==> config.mk <==
export PLATFORM = sky130hd
export DESIGN_NAME = speck_key_sched
export DESIGN_NICKNAME = d
export VERILOG_FILES = /design/src/rtl/speck_pkg.sv /design/src/rtl/speck_ks_step.sv /design/src/rtl/speck_key_sched.sv
export SDC_FILE = /design/constraint.sdc
export NUM_CORES = 1
export LEC_CHECK = 0
export CORE_ASPECT_RATIO = 0.75
export CORE_MARGIN = 4
export CORE_UTILIZATION = 55
export CTS_CLUSTER_SIZE = 12
export DETAILED_ROUTE_END_ITERATION = 7
export GPL_ROUTABILITY_DRIVEN = 0
export PLACE_DENSITY_LB_ADDON = 0.15
export SKIP_LAST_GASP = 1
export SYNTH_ARGS = -nofsm -noshare
export SYNTH_HDL_FRONTEND = slang
export SYNTH_SLANG_ARGS = --single-unit
==> constraint.sdc <==
create_clock -name clk -period 4.6 [get_ports clk]
set_input_delay 1.38 -clock clk [delete_from_list [all_inputs] [get_ports clk]]
set_output_delay 1.38 -clock clk [all_outputs]
set_load 0.005 [all_outputs]
==> src/rtl/speck_pkg.sv <==
// SPECK32/64 shared constants, FSM state type and 16-bit rotate helpers.
// Latency: n/a (package only).
// Backpressure: n/a (package only).
package speck_pkg;

  localparam int WORD_W = 16;
  localparam int KEY_W  = 64;
  localparam int ROUNDS = 22;
  localparam int ALPHA  = 7;
  localparam int BETA   = 2;
  localparam int IDX_W  = 5;

  localparam logic [IDX_W-1:0] LAST_IDX = IDX_W'(ROUNDS - 1);

  typedef enum logic {
    IDLE = 1'b0,
    RUN  = 1'b1
  } state_t;

  // Rotate a 16-bit word right by n positions (0 < n < WORD_W).
  function automatic logic [WORD_W-1:0] ror16(input logic [WORD_W-1:0] x,
                                              input int unsigned n);
    return (x >> n) | (x << (WORD_W - n));
  endfunction

  // Rotate a 16-bit word left by n positions (0 < n < WORD_W).
  function automatic logic [WORD_W-1:0] rol16(input logic [WORD_W-1:0] x,
                                              input int unsigned n);
    return (x << n) | (x >> (WORD_W - n));
  endfunction

endpackage

==> src/rtl/speck_ks_step.sv <==
// One SPECK32/64 key-schedule round: new l word and next round key.
// Latency: purely combinational, zero cycles.
// Backpressure: none; the caller decides when to register the results.
module speck_ks_step
  import speck_pkg::*;
(
  input  logic [WORD_W-1:0] i_k,
  input  logic [WORD_W-1:0] i_l0,
  input  logic [IDX_W-1:0]  i_idx,
  output logic [WORD_W-1:0] o_lnew,
  output logic [WORD_W-1:0] o_knext
);

  logic [WORD_W-1:0] w_l_rot;
  logic [WORD_W-1:0] w_sum;
  logic [WORD_W-1:0] w_idx_ext;

  // Modular add drops the carry out of bit 15 by truncation to WORD_W.
  assign w_l_rot   = ror16(i_l0, ALPHA);
  assign w_sum     = i_k + w_l_rot;
  assign w_idx_ext = {{(WORD_W - IDX_W){1'b0}}, i_idx};
  assign o_lnew    = w_sum ^ w_idx_ext;
  assign o_knext   = rol16(i_k, BETA) ^ o_lnew;

endmodule

==> src/rtl/speck_key_sched.sv <==
// Iterative SPECK32/64 key schedule: one master key in, 22 round keys out.
// Latency: first round key valid one cycle after the master key is accepted.
// Backpressure: rk_ready low freezes all outputs and state; key_ready only in IDLE.
module speck_key_sched
  import speck_pkg::*;
(
  input  logic              clk,
  input  logic              rst_n,
  input  logic              key_valid,
  output logic              key_ready,
  input  logic [KEY_W-1:0]  key_in,
  input  logic              flush,
  output logic              rk_valid,
  input  logic              rk_ready,
  output logic [WORD_W-1:0] rk_out,
  output logic [IDX_W-1:0]  rk_idx,
  output logic              rk_last,
  output logic              busy
);

  state_t            r_state;
  logic [WORD_W-1:0] r_k;
  logic [WORD_W-1:0] r_l0;
  logic [WORD_W-1:0] r_l1;
  logic [WORD_W-1:0] r_l2;
  logic [IDX_W-1:0]  r_idx;

  logic [WORD_W-1:0] w_lnew;
  logic [WORD_W-1:0] w_knext;
  logic              w_run;

  speck_ks_step u_step (
    .i_k    (r_k),
    .i_l0   (r_l0),
    .i_idx  (r_idx),
    .o_lnew (w_lnew),
    .o_knext(w_knext)
  );

  // All handshake outputs decode straight from registers, so rk_ready never
  // reaches rk_valid/rk_out combinationally.
  assign w_run     = (r_state == RUN);
  assign key_ready = !w_run;
  assign rk_valid  = w_run;
  assign busy      = w_run;
  assign rk_out    = r_k;
  assign rk_idx    = r_idx;
  assign rk_last   = w_run && (r_idx == LAST_IDX);

  // Key-load / step / return-to-idle state machine; flush beats a handshake.
  always_ff @(posedge clk or negedge rst_n) begin
    if (!rst_n) begin
      r_state <= IDLE;
      r_k     <= '0;
      r_l0    <= '0;
      r_l1    <= '0;
      r_l2    <= '0;
      r_idx   <= '0;
    end else begin
      case (r_state)
        IDLE: begin
          if (key_valid) begin
            r_k     <= key_in[15:0];
            r_l0    <= key_in[31:16];
            r_l1    <= key_in[47:32];
            r_l2    <= key_in[63:48];
            r_idx   <= '0;
            r_state <= RUN;
          end
        end
        RUN: begin
          if (flush) begin
            r_state <= IDLE;
            r_idx   <= '0;
          end else if (rk_ready) begin
            if (r_idx == LAST_IDX) begin
              r_state <= IDLE;
              r_idx   <= '0;
            end else begin
              r_l0  <= r_l1;
              r_l1  <= r_l2;
              r_l2  <= w_lnew;
              r_k   <= w_knext;
              r_idx <= r_idx + 1'b1;
            end
          end
        end
        default: r_state <= IDLE;
      endcase
    end
  end

endmodule

Word level (Yosys, flattened, before mapping) --
Cells that the tools add are included.
Storage, ports and cells: flip-flop bits (word level) 70, output and inout bits 25, input bits 69, logic and storage cells 53
Cells by class: $add $sub $neg 2, bitwise gates (word level) 5, equal/unequal tests 6, reductions and logical operators 4, multiplexer cells 30
Operators by type and width (number):
- $mux 16 | 16
- $pmux 16 s2 | 4
- $mux 5 | 4
- $add 16x16->16 | 1
- $or 16x2->16 | 1
- $or 9x16->16 | 1
- $xor 16x16->16 | 1
- $xor 16x5->16 | 1
- $pmux 5 s2 | 1
- $ne 2x2->1 const B | 4
- $add 5x1->5 const B | 1
- $eq 5x5->1 const B | 1
- $mux 1 | 4
- $reduce_and 4->1 | 1
- $ne 3x3->1 const B | 1
- $pmux 1 s2 | 1
- $reduce_and 2->1 | 1
- $logic_and 1x1->1 | 1
- $logic_not 1->1 | 1
- $not 1->1 | 1

Longest topological paths before layout --
depth in word-level cells 8, gate-level depth with buffers 10, mapped depth without buffers 10

By module --
Synthesis repeated with hierarchy kept, for this count alone.
Unflattened totals: cells, all modules 370, area total of the unflattened synthesis 4759.6 µm²
Modules (own cells, without submodules):
- speck_key_sched | instances 1, area an instance 3787.4 µm², seq. area each 1751.7 µm², cells each 241
- speck_ks_step | instances 1, area an instance 972.2 µm², seq. area each 0.0 µm², cells each 129

Least setup slack after synthesis --
OpenSTA, ideal clock, no wires.
path kind reg2out, start point reg r_state (netlist: busy), end point out rk_last, stages on the path, launching flop included 5, path buffers 3, setup slack 1.697 ns, data required time 3.220 ns, arrival 1.523 ns, cells stage by stage dfrtp_1 > clkbuf_1 > buf_1 > clkbuf_1 > and2_1
On the way: word-level cells in the longest chain between the ends 1
Ends and longest elaborated chain:
- start: declaration | RTL line speck_key_sched.sv:21 | state_t r_state;
- start signal: assignment | RTL line speck_key_sched.sv:53 | r_state <= IDLE;
- start signal: assignment | RTL line speck_key_sched.sv:68 | r_state <= RUN;
- start signal: assignment | RTL line speck_key_sched.sv:73 | r_state <= IDLE;
- $logic_and 1x1->1 | RTL line speck_key_sched.sv:48 | assign rk_last = w_run && (r_idx == LAST_IDX);
- end: declaration | RTL line speck_key_sched.sv:17 | output logic rk_last,
No other way between the ends.

Worst setup path after layout --
start point reg r_state (netlist: busy), end point out key_ready
On the way: word-level cells in the longest chain between the ends 1
Ends and longest elaborated chain:
- $logic_not 1->1 | RTL line speck_key_sched.sv:43 | assign key_ready = !w_run;
- end: declaration | RTL line speck_key_sched.sv:10 | output logic key_ready,
No other way between the ends.

==> run summary <==
The initial utilization of the core area, before any placement, comes to 57.2%. The finished layout holds 636 standard cells, fillers aside. The count of state elements after synthesis came out at 70. The area share of the largest cell type after synthesis was 41.2%; the buffers inserted during post-CTS setup optimization was 0. TritonCTS built the clock tree.

After clock tree synthesis, the clock-pin slew on the worst setup and hold paths is 80 ps. The tools report the final count of pins violating max slew as 0. Total half-perimeter wirelength after legalization and detailed placement: 8200 µm. The detail route stage leaves a number of antenna-violating nets equal to 0. The setup check on the worst reg-to-reg path leaves a slack of 1510 ps.

Startpoint of the most critical register-to-register path: busy$_DFF_PN0_. A synthesized cell averages 9.44 µm². At the end of the flow, the number of nets in the layout was 617. At the placement stage, the worst setup path has a slack of 1020 ps. Family with the most delay on the worst path: buffers and inverters. For this block, the routed nets add up to 11200 µm of wire.

Across every metal layer, demand over resource in global routing totals 25.0%. Maximum resistive drop on vdd: 0.378 mV. In this run the deepest clock path goes through 2 buffers. The number of design rule violations left after detail routing is 0, and the power per cell area is 715 mW/mm².

Detailed router's first-iteration violation count: 130. Standard cell with the maximum stage delay on the critical path: dfrtp_2. The number of global-route vias before repair was 3561. The category of the worst setup path launch point was a flip-flop.

Counting cells, the worst reg-to-reg path comes to 6. The die is 84.1 µm tall. The slew of the pin with the lowest slew margin came out at 1010 ps. The number of different library cells used by synthesis comes to 47. The most instantiated flip-flop cell in the synthesis netlist was dfrtp_1.

The tools report the initial antenna violation count as 0. Setup violations remaining at the end of the flow were counted as 0. The area of the core came out at 0.00743 mm². In this run the worst hold path is classified as reg2reg. The final period utilization was 76.2%. The critical path goes through inv_1 -> clkdlybuf4s50_1.

The tools report the end of the critical path as key_ready. The number of core rows is 27. By count the netlist is led by dfrtp_1 (70), nand2_1 (62), o21ai_0 (56). The run finished with clean final reports. In this run the critical register-to-register path is captured at rk_out[5]$_DFFE_PN0P_. 94 I/O pins were placed.

The biggest area contributor in the post-synthesis netlist is dfrtp_1. In this run the tightest slew margin relative to its limit is 32.6%. Among all cell types in the netlist, the one instantiated most often is dfrtp_1. The logs give 2130 ps for the arrival time reported for the critical path endpoint and 0.00425 mm² for the netlist area before placement. Adding up every negative setup slack in the final design gives 0 ps. The endpoint class of the critical path is an output port. The placed cell count is 620. The number of flops mapped to enable cells by yosys is 0.

The most critical setup path has its startpoint at busy$_DFF_PN0_. The tools report the total leakage power as 0.00240 µW. The final global-route overflow total is 0, and the post-route clock skew is 5.38 ps. The die width works out to 109 µm. During synthesis, Yosys emitted a total of 0 warnings.

The maximum single-stage delay on the critical path is 800 ps, and the total of max-cap violations is 0. Yosys attributes the largest share of cell area to dfrtp_1 (41%), mux2i_1 (11%), o21ai_0 (6.6%). Path type of the worst setup path: reg2out. The count of clock tree sinks came out at 70. The required time of the critical path is 3220 ps, and the number of stages on the worst setup path is 2.

Worst path buffer plus inverter count: 2. The number of nets in the synthesized netlist is 537. The die covers 0.00921 mm².

For the CTS H-tree depth, the log shows 3. The async set-or-reset flop fraction in the synthesized netlist was 100%; the wire length of the first global-routing pass was 17900 µm. The synthesis-to-finish area growth came out at 26.0%. The root buffer cell chosen for the clock tree is clkbuf_8.

For this run, the register share of the synthesized area comes to 41.2%. Count of endpoints failing hold in the final timing report: 0. In this run the worst path has a maximum fanout of 30. Dividing the detail-routed wire length by the instance count gives 17.5 µm.

The first TritonRoute pass finished after 5 iterations. The cts-stage hold buffer count was 0; the diode insertion count for antenna repair was 0. Timing would allow up to 0.285 GHz.

The clock reaches the later pin of the worst-skew pair after 360 ps. The count of cells resized by post-cts repair came out at 0. Buffers inserted during clock tree synthesis total 9.

The cell count after synthesis is 450, and the number of buffers added on ports is 93. Across all layers, the routed design uses 3623 vias. The share of cells above drive strength 1 works out to 5.23%. Setup repair after global routing left no endpoint under its margin. Setup slack on the critical path of the routed design comes to 1100 ps. The ratio of routed vias to standard cells works out to 5.70. The run gives 106 as the largest net degree at the start of global routing.

For the finished layout, the period the worst path requires is 3510 ps.
-- power by group --
part / leakage, µW / switching, µW / internal [µW]
clock: 0.000100 / 244 / 250
combinational: 0.00144 / 1140 / 1010
sequential: 0.000859 / 287 / 894
-- through the flow --
step / util (%) / hold slack (ps) / power, µW / area [µm²]
2_1_floorplan: - / 448 / 2650 / 4250
3_3_place_gp: 69.4 / 463 / 3250 / 5160
3_5_place_dp: 69.4 / 471 / 3320 / 5160
4_1_cts: 72.0 / 489 / 3820 / 5350
5_1_grt: 72.0 / 513 / 4130 / 5350
6_report: 72.0 / 488 / 3820 / 5350
-- area by class of cell --
| type | instances | area [µm²] |
|---|---|---|
| flip-flops and latches | 70 | 1750 |
| well taps | 101 | 126 |
| clock inverters | 6 | 62.6 |
| fillers | 572 | 2080 |
| multi-input cells | 348 | 2310 |
| repair buffers | 96 | 948 |
| inverters | 5 | 18.8 |
| clock buffers | 10 | 128 |
-- logic make-up after synthesis --
| group | after synthesis | share of synthesized area, % |
|---|---|---|
| compound gates | 130 | 17.9 |
| flops | 70 | 41.2 |
| xor+xnor | 27 | 5.57 |
| fa+ha+maj | 18 | 5.48 |
| mux | 47 | 11.1 |
| buf+inv | 32 | 4.27 |
| simple gates | 126 | 14.5 |
-- registers in the layout, summed over array words and instances, names as in the netlist --
name,count
r_l0,16
r_l1,16
r_l2,16
rk_out,16
rk_idx,5
busy,1
-- worst register-to-register path, delay by kind of cell (launching register included) --
| family | cells | cell delay (ps) |
|---|---|---|
| buffers and inverters | 1 | 420 |
| AOI/OAI and AO/OA | 3 | 460 |
| DFF | 1 | 800 |
| and+or+nand+nor | 2 | 1360 |
-- layout by cell type, fill, tap and decap left out, types with 5 or more instances in the layout --
cell type        netlist  final
a211oi_1               5      5
a21o_1                 6      6
a21oi_1               32     32
and3_1                12     12
clkbuf_8               0      9
clkdlybuf4s50_1        0     92
dfrtp_1               70     69
ha_1                  17     17
inv_1                  5      5
mux2i_1               47     47
nand2_1               62     62
nand3_1                9      9
nor2_1                15     15
o21ai_0               56     56
o21ai_1                8      8
or3_1                  7      7
xnor2_1               20     20
xor2_1                 7      7
-- worst min path at each step --
stage	to	cells after the start	slack [ps]	from
final	r_l1[2]$_DFFE_PN0P_	2	490	r_l1[2]$_DFFE_PN0P_
after global routing	r_l2[4]$_DFFE_PN0P_	2	510	r_l2[4]$_DFFE_PN0P_
after CTS	r_l1[2]$_DFFE_PN0P_	2	490	r_l1[2]$_DFFE_PN0P_
after detailed placement	r_l1[2]$_DFFE_PN0P_	2	470	r_l1[2]$_DFFE_PN0P_
after global placement	r_l2[5]$_DFFE_PN0P_	2	460	r_l2[5]$_DFFE_PN0P_
after floorplan	r_l1[0]$_DFFE_PN0P_	2	450	r_l1[0]$_DFFE_PN0P_
-- routing by layer --
| layer | track usage (%) | part of all wire, % |
|---|---|---|
| met3 | 5.88 | 6.2 |
| met1 | 35.5 | 46 |
| met2 | 38.4 | 46 |
| met4 | 6.91 | 1.7 |
| met5 | 0 | 0 |
Note: power is estimated with default switching activity, not from simulation.
